File: config.mk
export PLATFORM = sky130hd
export DESIGN_NAME = reg_file_operand
export DESIGN_NICKNAME = d
export VERILOG_FILES = /design/src/rtl/reg_file_operand.sv
export SDC_FILE = /design/constraint.sdc
export NUM_CORES = 2
export LEC_CHECK = 0
export BUFFER_PORTS_ARGS = -buffer_cell sky130_fd_sc_hd__clkbuf_2
export CAP_MARGIN = 15
export CORE_MARGIN = 1
export CORE_UTILIZATION = 40
export CTS_BUF_LIST = sky130_fd_sc_hd__clkbuf_4 sky130_fd_sc_hd__clkbuf_8
export CTS_CLUSTER_DIAMETER = 200
export DETAILED_ROUTE_END_ITERATION = 10
export MAX_ROUTING_LAYER = met4
export SLEW_MARGIN = 20
export SYNTH_ARGS = -nofsm -noshare
export SYNTH_HDL_FRONTEND = slang
export SYNTH_SLANG_ARGS = --single-unit
File: constraint.sdc
create_clock -name clk -period 5.1 [get_ports clk]
set_input_delay 1.02 -clock clk [delete_from_list [all_inputs] [get_ports clk]]
set_output_delay 1.02 -clock clk [all_outputs]
set_load 0.02 [all_outputs]
File: src/rtl/reg_file_operand.sv
// reg_file_operand: RV32I architectural register file plus ALU operand select.
// Two combinational read ports, one synchronous write port (rd <= ALUout).
// x0 is hard-wired to zero. x10 (a0) is exposed for observation.
// There is deliberately no write-to-read bypass. WD3 is derived from the
// operands read here, so a bypass would form a combinational loop.
module reg_file_operand #(
  parameter int DATA_WIDTH = 32,
  parameter int ADDR_WIDTH = 5
) (
  input  logic                  clk,
  input  logic                  rst,
  input  logic [ADDR_WIDTH-1:0] AD1,
  input  logic [ADDR_WIDTH-1:0] AD2,
  input  logic [ADDR_WIDTH-1:0] AD3,
  input  logic                  WE3,
  input  logic [DATA_WIDTH-1:0] WD3,
  input  logic                  ALUsrc,
  input  logic [DATA_WIDTH-1:0] ImmOp,
  output logic [DATA_WIDTH-1:0] ALUop1,
  output logic [DATA_WIDTH-1:0] ALUop2,
  output logic [DATA_WIDTH-1:0] RD2,
  output logic [DATA_WIDTH-1:0] a0
);

  localparam int NREGS = 2 ** ADDR_WIDTH;

  // Read-side view of the whole file. Entry 0 is a constant zero and has no storage.
  logic [DATA_WIDTH-1:0] rf_view [NREGS];

  genvar gi;
  generate
    for (gi = 0; gi < NREGS; gi++) begin : g_reg
      if (gi == 0) begin : g_zero
        assign rf_view[gi] = '0;
      end else begin : g_store
        logic [DATA_WIDTH-1:0] q_reg;
        logic                  wr_hit;

        // The WE3 gate comes first. An unknown AD3 with WE3=0 cannot enable a write.
        assign wr_hit = WE3 && (AD3 == ADDR_WIDTH'(gi));

        // Per-register storage. Reset clears it and takes priority over a write.
        always_ff @(posedge clk) begin
          if (rst) begin
            q_reg <= '0;
          end else if (wr_hit) begin
            q_reg <= WD3;
          end
        end

        assign rf_view[gi] = q_reg;
      end
    end
  endgenerate

  // Combinational read ports and operand-2 select. Reads return the pre-edge contents.
  always_comb begin
    ALUop1 = rf_view[AD1];
    RD2    = rf_view[AD2];
    ALUop2 = ALUsrc ? ImmOp : rf_view[AD2];
  end

  // a0 (x10) is a direct tap of the register and adds no extra stage.
  assign a0 = rf_view[10];

endmodule

Word level (Yosys, flattened, before mapping)
Index checks and enable logic that the tools add are counted. Widths: inputs -> output; s select.

Mux-type cells: 7. Equal/unequal tests: 31. Reduce and logical (&&, ||, !) cells: 31. Magnitude comparators: 2. Bitwise logic cells: 2.

Operators by type and width (count): $bmux 32 s5 (2); $mux 32 (5); $eq 5x5->1 const B (16); $eq 5x4->1 const B (8); $logic_and 1x1->1 (31); $eq 5x3->1 const B (4); $ge 6x6->1 const B (2); $not 5->6 (2); $eq 5x2->1 const B (2); $eq 5x1->1 const B (1).

Output and inout bits: 128. Register bits: 992. Logic and storage cells: 104. Bits of input ports: 83.

Longest topological paths before layout
Depth after elaboration: 5. Gate-level depth with buffers: 9.

Worst setup path after synthesis
No wires, ideal clock.

Path kind: input-to-output. Start point: input port AD2[2]. End point: output port ALUop2[0]. Data arrival time: 2.979 ns. Cell stages on the path: 8. Buffers on the path: 4. Required time: 4.080 ns. Path slack: 1.101 ns. Cell sequence: clkbuf_1 -> buf_4 -> nor2_1 -> clkbuf_1 -> clkbuf_1 -> a22oi_1 -> a21oi_1 -> o41ai_1.

Word-level cells in the longest chain between the ends: 5.

Ends and longest elaborated chain: start, declared (RTL line 13) `input logic [ADDR_WIDTH-1:0] AD2,`; $not 5->6 (not written as such) (RTL line 60) `ALUop2 = ALUsrc ? ImmOp : rf_view[AD2];`; $bmux 32 s5 (RTL line 60); $mux 32 (not written as such) (2 in series) (RTL line 60); $mux 32 (RTL line 60); end, declared (RTL line 20) `output logic [DATA_WIDTH-1:0] ALUop2,`.

No other way between the ends. The select of a mux whose other input is x is not followed.

Worst setup path in the final report
Start point: input port AD2[2]. End point: output port ALUop2[27].

Same word-level chain as after synthesis.

==> run metrics <==
worst vdd ir 0.000184 V; CP Capture Type primary output; worst-path maximum fanout 49; synth warn 0; Storage cell area 0.0199 sq mm; die footprint 0.128 sq mm; Worst-Skew Late Latency 0.90 ns; Max Clock Skew 0 ns; Worst setup SP type primary input; WS Path Type in -> out; Synthesized Nets 6,075; First-pass DRT Iterations 8; Worst Setup EP ALUop2[27]; r2r startpoint a0[26]$_SDFFE_PP0P_; Cell Area, Synth 0.0508 sq mm; Worst Hold Depth 2; IO buf count 210; synthesized instance count 5,992; post-synthesis sequential area ratio 39.1%; Critical Path RT 4.08 ns; first-pass GRT wire length 320,000 um; Largest register FFs 960; synth top area cells dfxtp_1, nand2_1, mux4_2, a21oi_1, mux2i_1; CP Buf/Inv Count 3; Final Cell Area 0.0576 sq mm; Placer Congestion 0.946; # hold bufs at CTS 0; Yosys cell types 27; Slowest-stage cell, CP o21ai_0; vias in the first global route 45,000; cell chain of the critical path buf_4, and2_4, buf_12, a221oi_1, o21ai_0, o41ai_1, clkbuf_2; leading area contributor after synthesis dfxtp_1; number of cells on the critical path 7; Leak 19.8 nW; Final HPWL DP 136,000 um; drt wl/cell 29.0 um; initial antenna violation count 23; Critical path origin AD2[2]; footprint of the multi-input gates 0.0288 sq mm; maxcap violations 0; most common cell after layout, fill and taps aside nand2_1; Area Growth Syn to Fin 13.3%; Clock transition at path regs 0.06 ns; RR Endpoint a0[26]$_SDFFE_PP0P_; Rows 130; commonest non-fill, non-tap cells in the layout nand2_1, a21oi_1, dfxtp_1; reg2reg setup slack 3.97 ns; filler cell count 12,100; CTS Buf Count 171; placed standard-cell area 0.0538 sq mm; pwr/cell area 307 mW/mm^2; Routed WL 224,000 um; Slew @ Worst Pin 1.21 ns; final hold violation count 0; drt drc 0; Top delay family on crit path compound AO/OA/AOI/OAI gates; Tot GR Track Use 35.2%; Total Nets Final 6,027; Initial Util 40.4%; period utilization 91.7%; number of synthesized register bits 992; root buffer cell clkbuf_8; Tmin final 4.68 ns; Post-Syn Area per Cell 8.48 sq um; DR vias 48,700; DR iter-0 viols 7,176; IO Count 211; fmax 214 MHz; Setup TNS 0 ns; Max Root-Sink Buffers 3; arrival time at the worst endpoint 3.66 ns; # Post-CTS Setup Buffers 0; R2R depth 2; GRT overflow 0; CTS tree built; Core Region 0.126 sq mm; fraction of layout cells with a size suffix above 1 19.5%; largest net degree at the start of global routing 141; CP max stage delay 0.87 ns; Vias/cell 6.29; status finished, final reports clean; RSZ-0062 raised after global routing no; Max Slew Vio Count 0; final setup violating endpoints 0; floorplan die width 358 um; total clock sinks 992; Min-Delay Path Class reg -> reg; Final ANT Viol Nets 0; H-tree depth 4; post-cts sizing count 0; max_slew headroom 18.7%; Die Span Y 358 um; post-synth top area share 39.1%
## through the flow
step	std cells	setup slack [ns]	total power, mW	hold slack (ns)	utilization, %
2_1_floorplan	5992	1.10	9.07	0.443	-
3_3_place_gp	7421	0.489	9.71	0.452	42.7
3_5_place_dp	7421	0.510	9.72	0.458	42.7
4_1_cts	7722	0.501	17.6	0.465	45.7
5_1_grt	7743	0.412	18.1	0.481	45.7
6_report	7746	0.421	17.7	0.468	45.8
## worst register-to-register path: stages (launching register included)
cell and delay, ns:
dfxtp_1 0.79, nand2_1 0.10, a21oi_1 0.17
## how the worst min path moves through the flow
stage	startpoint	end	slack, ns
6_report	g_reg[6].g_store.q_reg[6]$_SDFFE_PP0P_	g_reg[6].g_store.q_reg[6]$_SDFFE_PP0P_	0.47
2_1_floorplan	g_reg[3].g_store.q_reg[0]$_SDFFE_PP0P_	g_reg[3].g_store.q_reg[0]$_SDFFE_PP0P_	0.44
3_5_place_dp	g_reg[6].g_store.q_reg[6]$_SDFFE_PP0P_	g_reg[6].g_store.q_reg[6]$_SDFFE_PP0P_	0.46
4_1_cts	g_reg[6].g_store.q_reg[6]$_SDFFE_PP0P_	g_reg[6].g_store.q_reg[6]$_SDFFE_PP0P_	0.47
3_3_place_gp	g_reg[31].g_store.q_reg[30]$_SDFFE_PP0P_	g_reg[31].g_store.q_reg[30]$_SDFFE_PP0P_	0.45
5_1_grt	g_reg[14].g_store.q_reg[13]$_SDFFE_PP0P_	g_reg[14].g_store.q_reg[13]$_SDFFE_PP0P_	0.48
## synthesized netlist by cell type (all sizes together)
master / instances
mux2i: 384
clkbuf: 490
dfxtp: 992
mux2: 96
a22oi: 158
buf: 125
nand2: 2082
and2: 4
nand4: 1
a22o: 66
nor4: 8
o211ai: 32
a221oi: 33
nand2b: 7
nor3: 44
or2: 3
o21ai: 29
a21oi: 1055
nor2b: 7
nor2: 21
o22ai: 2
mux4: 320
inv: 2
o41ai: 31
## power by group
| part | leakage, nW | switching, mW | total, mW | internal, mW |
|---|---|---|---|---|
| combinational | 9.83 | 1.23 | 1.76 | 0.530 |
| sequential | 8.00 | 0.0490 | 7.86 | 7.81 |
| clock | 1.99 | 3.54 | 8.04 | 4.50 |
| total | 19.8 | 4.82 | 17.7 | 12.8 |
## kinds of logic after synthesis
kind of cell / share of synthesized area (%)
compound gates: 15.7
buf+inv: 4.98
mux: 23.9
flops: 39.1
simple gates: 16.3
## final cells by class
type | instances | share of cell area [%]
Antenna cell | 24 | 0.104
Clock buffer | 280 | 6.11
Clock inverter | 21 | 0.393
Inverter | 2 | 0.0130
Multi-Input combinational cell | 4383 | 50.0
Sequential cell | 992 | 34.5
Tap cell | 1650 | 3.58
Timing Repair Buffer | 394 | 5.29
## layer usage
layer,track usage (%),routed length (um),up-vias
li1,-,-,20900
met1,44.5,86300,23800
met2,49.2,95300,3386
met3,11.9,30100,726
met4,18.6,12600,0
met5,-,0,-
No activity file was read; power rests on OpenSTA's default activity.
